## src/rtl/load_store_unit.sv

```systemverilog
// RV32I load/store unit: decodes the access, drives a single-outstanding data-memory
// request and returns the aligned, extended load result with a one-cycle done pulse.
module load_store_unit #(
  parameter int unsigned TIMEOUT_CYCLES = 255
) (
  input  logic        clk,
  input  logic        rst_n,
  input  logic        start,
  input  logic        is_store,
  input  logic [2:0]  funct3,
  input  logic [31:0] addr,
  input  logic [31:0] wdata,
  output logic        busy,
  output logic        done,
  output logic        fault,
  output logic [31:0] rdata,
  output logic        mem_req,
  output logic        mem_we,
  output logic [31:0] mem_addr,
  output logic [3:0]  mem_be,
  output logic [31:0] mem_wdata,
  input  logic        mem_ack,
  input  logic [31:0] mem_rdata
);

  localparam logic [31:0] TMO = 32'(TIMEOUT_CYCLES);

  typedef enum logic [1:0] {IDLE, ACCESS, DONE} state_t;

  state_t      state;
  logic [2:0]  op_funct3;
  logic [1:0]  op_off;
  logic        op_store;
  logic [31:0] wait_cnt;

  logic        req_legal;
  logic        req_misaligned;
  logic [3:0]  req_be;
  logic [31:0] req_wdata;

  // Decode of the incoming request; only meaningful in the cycle start is accepted.
  always_comb begin
    req_legal      = 1'b0;
    req_misaligned = 1'b0;
    req_be         = 4'b0000;
    req_wdata      = wdata;
    case (funct3[1:0])
      2'b00: begin
        req_be    = 4'b0001 << addr[1:0];
        req_wdata = {4{wdata[7:0]}};
      end
      2'b01: begin
        req_be         = addr[1] ? 4'b1100 : 4'b0011;
        req_wdata      = {2{wdata[15:0]}};
        req_misaligned = addr[0];
      end
      2'b10: begin
        req_be         = 4'b1111;
        req_misaligned = |addr[1:0];
      end
      default: ;
    endcase
    case (funct3)
      3'b000, 3'b001, 3'b010: req_legal = 1'b1;
      3'b100, 3'b101:         req_legal = !is_store;
      default:                req_legal = 1'b0;
    endcase
  end

  function automatic logic [31:0] extract(input logic [2:0] f3, input logic [1:0] off,
                                          input logic [31:0] w);
    logic [7:0]  b;
    logic [15:0] h;
    b = w[{off, 3'b000} +: 8];
    h = off[1] ? w[31:16] : w[15:0];
    case (f3)
      3'b000:  extract = {{24{b[7]}}, b};
      3'b001:  extract = {{16{h[15]}}, h};
      3'b100:  extract = {24'b0, b};
      3'b101:  extract = {16'b0, h};
      default: extract = w;
    endcase
  endfunction

  always_ff @(posedge clk or negedge rst_n) begin
    if (!rst_n) begin
      state     <= IDLE;
      busy      <= 1'b0;
      done      <= 1'b0;
      fault     <= 1'b0;
      rdata     <= 32'b0;
      mem_req   <= 1'b0;
      mem_we    <= 1'b0;
      mem_addr  <= 32'b0;
      mem_be    <= 4'b0;
      mem_wdata <= 32'b0;
      wait_cnt  <= 32'b0;
      op_funct3 <= 3'b0;
      op_off    <= 2'b0;
      op_store  <= 1'b0;
    end else begin
      case (state)
        IDLE: begin
          if (start) begin
            busy      <= 1'b1;
            op_funct3 <= funct3;
            op_off    <= addr[1:0];
            op_store  <= is_store;
            if (req_legal && !req_misaligned) begin
              state     <= ACCESS;
              mem_req   <= 1'b1;
              mem_we    <= is_store;
              mem_addr  <= {addr[31:2], 2'b00};
              mem_be    <= req_be;
              mem_wdata <= req_wdata;
              wait_cnt  <= 32'b0;
            end else begin
              state <= DONE;
              done  <= 1'b1;
              fault <= 1'b1;
              rdata <= 32'b0;
            end
          end
        end
        // An ack in the same cycle the timeout would fire still completes the access.
        ACCESS: begin
          if (mem_ack) begin
            state   <= DONE;
            mem_req <= 1'b0;
            mem_we  <= 1'b0;
            done    <= 1'b1;
            fault   <= 1'b0;
            if (!op_store) rdata <= extract(op_funct3, op_off, mem_rdata);
          end else if (TMO != 32'b0 && wait_cnt + 32'd1 == TMO) begin
            state   <= DONE;
            mem_req <= 1'b0;
            mem_we  <= 1'b0;
            done    <= 1'b1;
            fault   <= 1'b1;
            rdata   <= 32'b0;
          end else begin
            wait_cnt <= wait_cnt + 32'd1;
          end
        end
        DONE: begin
          state <= IDLE;
          busy  <= 1'b0;
          done  <= 1'b0;
          fault <= 1'b0;
        end
        default: state <= IDLE;
      endcase
    end
  end

endmodule

```

## config.mk

```make
export PLATFORM = sky130hd
export DESIGN_NAME = load_store_unit
export DESIGN_NICKNAME = d
export VERILOG_FILES = /design/src/rtl/load_store_unit.sv
export SDC_FILE = /design/constraint.sdc
export NUM_CORES = 1
export LEC_CHECK = 0
export ABC_CLOCK_PERIOD_IN_PS = 3400
export BUFFER_PORTS_ARGS = -buffer_cell sky130_fd_sc_hd__clkbuf_2
export CAP_MARGIN = 20
export CORE_AREA = 2 2 121 123
export CTS_BUF_LIST = sky130_fd_sc_hd__clkbuf_4
export DETAILED_ROUTE_END_ITERATION = 10
export DIE_AREA = 0 0 123 125
export GPL_TIMING_DRIVEN = 0
export PLACE_DENSITY_LB_ADDON = 0.15
export SLEW_MARGIN = 40
export SYNTH_ARGS = -nofsm -noshare
export SYNTH_HDL_FRONTEND = slang
export SYNTH_SLANG_ARGS = --single-unit
export TNS_END_PERCENT = 20
```

## constraint.sdc

```tcl
create_clock -name clk -period 3.4 [get_ports clk]
set_input_delay 0.51 -clock clk [delete_from_list [all_inputs] [get_ports clk]]
set_output_delay 0.51 -clock clk [all_outputs]
set_load 0.02 [all_outputs]
```

After elaboration in Yosys (flattened, before gate mapping)

Index checks and enable logic that the tools add are counted.

Multiplexer cells: 40
$lt $le $gt $ge: 0
$mul: 0
Reductions and logical operators: 21
Equal/unequal tests: 19
$add $sub $neg: 1
Bitwise logic cells: 0
Shift-type cells: 2
Div/mod/pow operators: 0

Operators by type and width:

| kind                                                                    | count |
|---|---|
| 32-bit two-way mux                                                      | 9 |
| 32-bit one-hot mux with 2 select lines                                  | 3 |
| 32-bit one-hot mux with 4 select lines                                  | 1 |
| 32-bit by 1-bit adder with 32-bit output (second input constant)        | 1 |
| 32-bit by 8-bit equality test with 1-bit output (second input constant) | 1 |
| 32-bit by 6-bit variable part select with 8-bit output                  | 1 |
| 16-bit two-way mux                                                      | 1 |
| 3-bit equality test (second input constant)                             | 4 |
| 1-bit two-way mux                                                       | 12 |
| 4-bit one-hot mux with 3 select lines                                   | 1 |
| 2-bit != test (second input constant)                                   | 5 |
| 1-bit one-hot mux with 2 select lines                                   | 5 |
| 5-bit AND reduction                                                     | 2 |
| 2-bit two-way mux                                                       | 4 |
| 4-bit AND reduction                                                     | 2 |
| 3-bit by 1-bit equality test with 1-bit output (second input constant)  | 2 |
| 3-bit logical NOT                                                       | 2 |
| 3-bit != test (second input constant)                                   | 2 |
| 1-bit one-hot mux with 3 select lines                                   | 2 |
| 2-bit AND reduction                                                     | 3 |
| 2-bit by 1-bit equality test with 1-bit output (second input constant)  | 2 |
| 2-bit equality test (second input constant)                             | 2 |
| 2-bit logical NOT                                                       | 2 |
| 4-bit two-way mux                                                       | 1 |
| 10 further kinds                                                        | 13 |

Register bits: 143
Word-level logic and storage cells: 97
Memory bits (writable): 0
Bits in latches: 0
Output and inout port bits: 105
Memories: 0
Bits of input ports: 104
Memory bits (read-only): 0

Depth between registers and ports, before layout

Depth after elaboration: 7
Mapped depth: 13
Depth with buffers taken out: 10

Worst setup path before layout

OpenSTA, ideal clock, no wires.

Path type: input to register
Start: in funct3[1]
End: reg mem_addr[12]
Stages on the path: 11
Data arrival time: 2918 ps
Data required time: 3275 ps
Setup slack: 357 ps
Library setup time: 125 ps
Path buffers: 4
Cells stage by stage: clkbuf_1 -> inv_1 -> ha_1 -> nor2_1 -> o22ai_1 -> nand2_1 -> nand2b_1 -> clkbuf_1 -> clkbuf_1 -> clkbuf_1 -> mux2_2

Word-level cells in the longest chain between the ends: 5
Elaborated cells between the ends (all ways): 14
Classes of those cells: eq/ne (6); mux (2); reduce/logical (6)

RTL lines:

| item                                                                              | RTL line | text |
|---|---|---|
| start, declared                                                                   | 10       | `input logic [2:0] funct3,` |
| 3-bit by 1-bit equality test with 1-bit output (tied with other cells)            | 63       | `case (funct3)` |
| 3-bit OR reduction (tied with other cells)                                        | 63       |  |
| 1-bit one-hot mux with 2 select lines / 1-bit logical NOT (equally long branches) | 63, 109  |  |
| 1-bit logical AND *                                                               | 109      | `if (req_legal && !req_misaligned) begin` |
| 3-bit AND reduction (no source line) *                                            | --       |  |
| end signal, assigned                                                              | 113      | `mem_addr <= {addr[31:2], 2'b00};` |
| end, declared                                                                     | 19       | `output logic [31:0] mem_addr,` |

Mark *: on every way between the ends. The rest lies on a longest branch, timed or not.
A chain may end at the register's enable or synchronous reset.

Final worst setup path

Start: reg wait_cnt[5]
End: reg mem_req

Word-level cells in the longest chain between the ends: 4

RTL lines:

| item                                            | RTL line | text |
|---|---|---|
| start, declared                                 | 34       | `logic [31:0] wait_cnt;` |
| start signal, assigned                          | 142      | `wait_cnt <= wait_cnt + 32'd1;` |
| 32-bit by 1-bit adder with 32-bit output        | 134      | `end else if (TMO != 32'b0 && wait_cnt + 32'd1 == TMO) begin` |
| 32-bit by 8-bit equality test with 1-bit output | 134      |  |
| 3-bit != test (no source line)                  | --       |  |
| 4-bit AND reduction (no source line)            | --       |  |
| end signal, assigned                            | 111      | `mem_req <= 1'b1;` |
| end signal, assigned                            | 129      | `mem_req <= 1'b0;` |
| end signal, assigned                            | 136      | `mem_req <= 1'b0;` |
| end, declared                                   | 17       | `output logic mem_req,` |

No other way between the ends.

==> summary.md <==
| Metric | Value |
|---|---|
| Status | `complete, no violations` |
| Yosys warning total | `0` |
| First-pass iteration count of the detailed router | `8` |
| VDD IR max | `0.549 mV` |
| Starting Density | `53.8%` |
| Clock Skews | `0.0207 ns` |
| Setup crit start kind | `register` |
| Reg2reg path depth | `11` |
| Routed wire per std cell | `18.7 um` |
| R2R Setup Slk | `0.15 ns` |
| Full die area | `15400 um^2` |
| Clk buf depth | `2` |
| Detail Placement HPWL | `16500 um` |
| Min-Delay Endpoint | `mem_addr[15]$_DFFE_PN0P_` |
| Layout Nets | `1114` |
| Area share of the largest cell type after synthesis | `46.9%` |
| Syn Area/Cell | `9.87 um^2` |
| Die Wd | `123 um` |
| Skew-Pair Late Insertion Delay | `0.58 ns` |
| #FFs+latches synth | `143` |
| Slew HR | `50.4%` |
| Area delta synth->final | `23.2%` |
| First-pass GRT wire length | `36300 um` |
| Period minus WS final | `3.25 ns` |
| Final Hold Vio Count | `0` |
| Post-synth EDFFs | `0` |
| Vias per cell | `6.06` |
| Number of remaining DRC errors | `0` |
| Leak pwr | `4.55 nW` |
| Hold WC Path Type | `in -> reg` |
| RePlAce Congestion | `0.933` |
| TritonCTS clock tree | `done` |
| Core area | `14200 um^2` |
| Worst slew pin tran | `0.736 ns` |
| Initial antenna violation count | `1` |
| Synth Instances | `774` |
| WHS Path Cells | `2` |
| Setup slack after layout | `0.149 ns` |
| WP data required | `3.84 ns` |
| Setup WS pre-CTS | `-0.778 ns` |
| Synth Flop Type | `dfrtp_1` |
| Number of DRC markers in iteration 0 | `596` |
| Port Buffers | `206` |
| FF-to-FF Start | `wait_cnt[5]$_DFFE_PN0P_` |
| Layout cells sized above 1 | `34.7%` |
| Hold_sp | `addr[15]` |
| RSZ-0062 raised after global routing | `true` |
| Asr flop ratio synth | `100%` |
| Tcrit/Tclk final | `95.6%` |
| Worst Setup SP | `wait_cnt[5]$_DFFE_PN0P_` |
| Final WL | `22400 um` |
| TNS Setup | `0 ns` |
| Clk sink count | `143` |
| Row count | `44` |
| H-tree levels | `4` |
| Total GRT Usage | `30.1%` |
| Fill cell instance count of the final layout | `1209` |
| Pwr dens | `759 nW/um^2` |
| CP Capture Type | `register` |
| Achievable Freq | `308 MHz` |
| Via Count | `7283` |
| Die H | `125 um` |
| Area of the mapped netlist | `7640 um^2` |
| Yosys cell types | `64` |
| Top cells by area, synth | `dfrtp_1 47%, mux2_2 6.6%, nand2_1 3.2%` |
| Reg clk slew, reported paths | `0.14 ns` |
| Post-route ant nets | `0` |
| Global route overflow | `0` |
| R2r endpoint | `mem_req$_DFFE_PN0P_` |
| Worst Path Class, Setup | `reg -> reg` |
| CTS Root Cell | `clkbuf_4` |
| Worst Path Arrival | `3.69 ns` |
| Crit-path max FO | `10` |
| Max cap viols | `0` |
| Vias in the first global route | `6941` |
| Maximum number of pins on one net before global-route repair | `60` |
| Seq/Total Area, Yosys | `46.9%` |
| Endpoints failing setup | `0` |
| Dominant cell type by area after synthesis | `dfrtp_1` |
| Num CTS Buffers | `17` |
| IO Pins | `209` |
| Fin. max-slew vios | `0` |
## cells in the mapped netlist (4+ instances only)
cell,number
dfrtp_1,143
nand2_1,66
clkbuf_1,47
mux2_2,45
o21ai_0,38
nor2_1,31
inv_1,30
o31ai_1,29
and3_1,28
a21oi_1,27
a31oi_1,25
nand2b_1,25
nand4_1,19
a32o_1,18
nand3_1,17
nor3_1,17
a31o_2,15
o22ai_1,11
buf_2,10
nor4_1,10
a22o_1,9
a22oi_1,8
mux2i_1,8
or3_1,7
a221oi_1,6
ha_1,6
or4_1,5
and4_1,4
buf_4,4
nor2b_1,4
xnor2_1,4
## layout make-up
class	instances	area [um^2]	share of cell area, %
Antenna cell	1	2.50	0.0266
Buffer	59	270	2.87
Clock buffer	18	135	1.44
Clock inverter	14	158	1.68
Inverter	30	113	1.20
Multi-Input combinational cell	537	3760	40.0
Sequential cell	143	3580	38.1
Tap cell	184	230	2.45
Timing Repair Buffer	216	1160	12.3
## layer usage
| metal | part of all wire, % | vias to the layer above | routed length (um) | GRT usage, % |
|---|---|---|---|---|
| li1 | - | 3360 | - | - |
| met4 | 2.1 | 0 | 467 | 8.22 |
| met5 | 0 | - | 0 | 0 |
| met3 | 8.7 | 40 | 1950 | 8.44 |
| met1 | 42 | 3536 | 9350 | 42.1 |
| met2 | 48 | 347 | 10700 | 46.1 |
## how the worst max path moves through the flow
| stage | cells after the start | slack (ns) | endpoint |
|---|---|---|---|
| 3_3_place_gp | 12 | -0.73 | mem_addr[25]$_DFFE_PN0P_ |
| 3_5_place_dp | 12 | -0.78 | mem_addr[30]$_DFFE_PN0P_ |
| 6_report | 11 | 0.15 | mem_req$_DFFE_PN0P_ |
| 5_1_grt | 13 | -0.03 | wait_cnt[13]$_DFFE_PN0P_ |
| 2_1_floorplan | 11 | 0.36 | mem_addr[12]$_DFFE_PN0P_ |
| 4_1_cts | 12 | -0.008 | mem_req$_DFFE_PN0P_ |
## per-stage QoR
step                utilization (%)  power, mW  instance area [um^2]  hold slack, ns  std cells
floorplan                         -       4.82                  7640           0.214        775
detailed placement             63.1       5.93                  8960           0.468       1167
global placement               62.7       5.86                  8900           0.464       1165
global route                   66.3       7.58                  9410           0.116       1202
CTS                            65.8       7.09                  9340           0.124       1200
finish                         66.3       7.14                  9410           0.159       1202
## flip-flops by register name, summed over array words and instances, names as in the netlist, 2 cells and up
signal     count
mem_be         4
state          2
mem_wdata     32
mem_addr      30
op_funct3      3
op_off         2
wait_cnt      32
rdata         32
## report_power, final
group          switching [mW]  internal, mW
registers               0.505          2.35
logic                    1.95          1.18
clock network           0.696         0.460
## kinds of logic after synthesis
group / share of synthesized area (%)
buffers and inverters: 5.23
adders and majority gates: 0.983
AOI/OAI and AO/OA: 20.5
other: 0.0491
and+or+nand+nor: 17.6
DFF: 46.9
xor gates and xnor gates: 0.803
muxes: 7.98
## placed cells by master, fill, tap and decap left out, types with 4 or more instances in the layout
cell type,n
a221oi_1,6
xnor2_1,4
a21oi_1,27
dfrtp_1,141
a22oi_1,8
mux2_2,45
clkbuf_2,210
a31oi_1,25
clkbuf_4,18
o31ai_1,28
buf_4,11
nor2b_1,4
nand2b_1,25
ha_1,5
a32o_1,18
nand2_1,66
or4_1,4
mux2i_1,8
nor2_1,29
or3_1,7
nand4_1,19
buf_2,10
clkbuf_1,36
inv_6,4
a31o_2,15
and3_1,28
a22o_1,9
o22ai_1,11
nor4_1,8
nor3_1,14
and4_1,4
inv_1,30
nand3_1,15
o21ai_0,38
## critical path, cell delays in order, from the launching register on
cell      delay, ns
dfrtp_1        0.33
buf_2          0.22
nand4_4        0.20
or4_4          0.62
o21ai_1        0.17
o211ai_1       0.17
or4_4          0.52
nor4_4         0.25
nand2b_1       0.15
buf_4          0.19
buf_4          0.22
a21oi_1        0.08
## repair_timing
| action | in CTS | in global routing |
|---|---|---|
| hold buffers | 1 | 0 |
| buffers inserted | 4 | 3 |
| pin swaps | 3 | 4 |
| endpoints found under the hold margin | 39 | 0 |
| endpoints found under the setup margin | 87 | 77 |
| resized for setup | 12 | 16 |
Power figures use the tool's default switching activity.
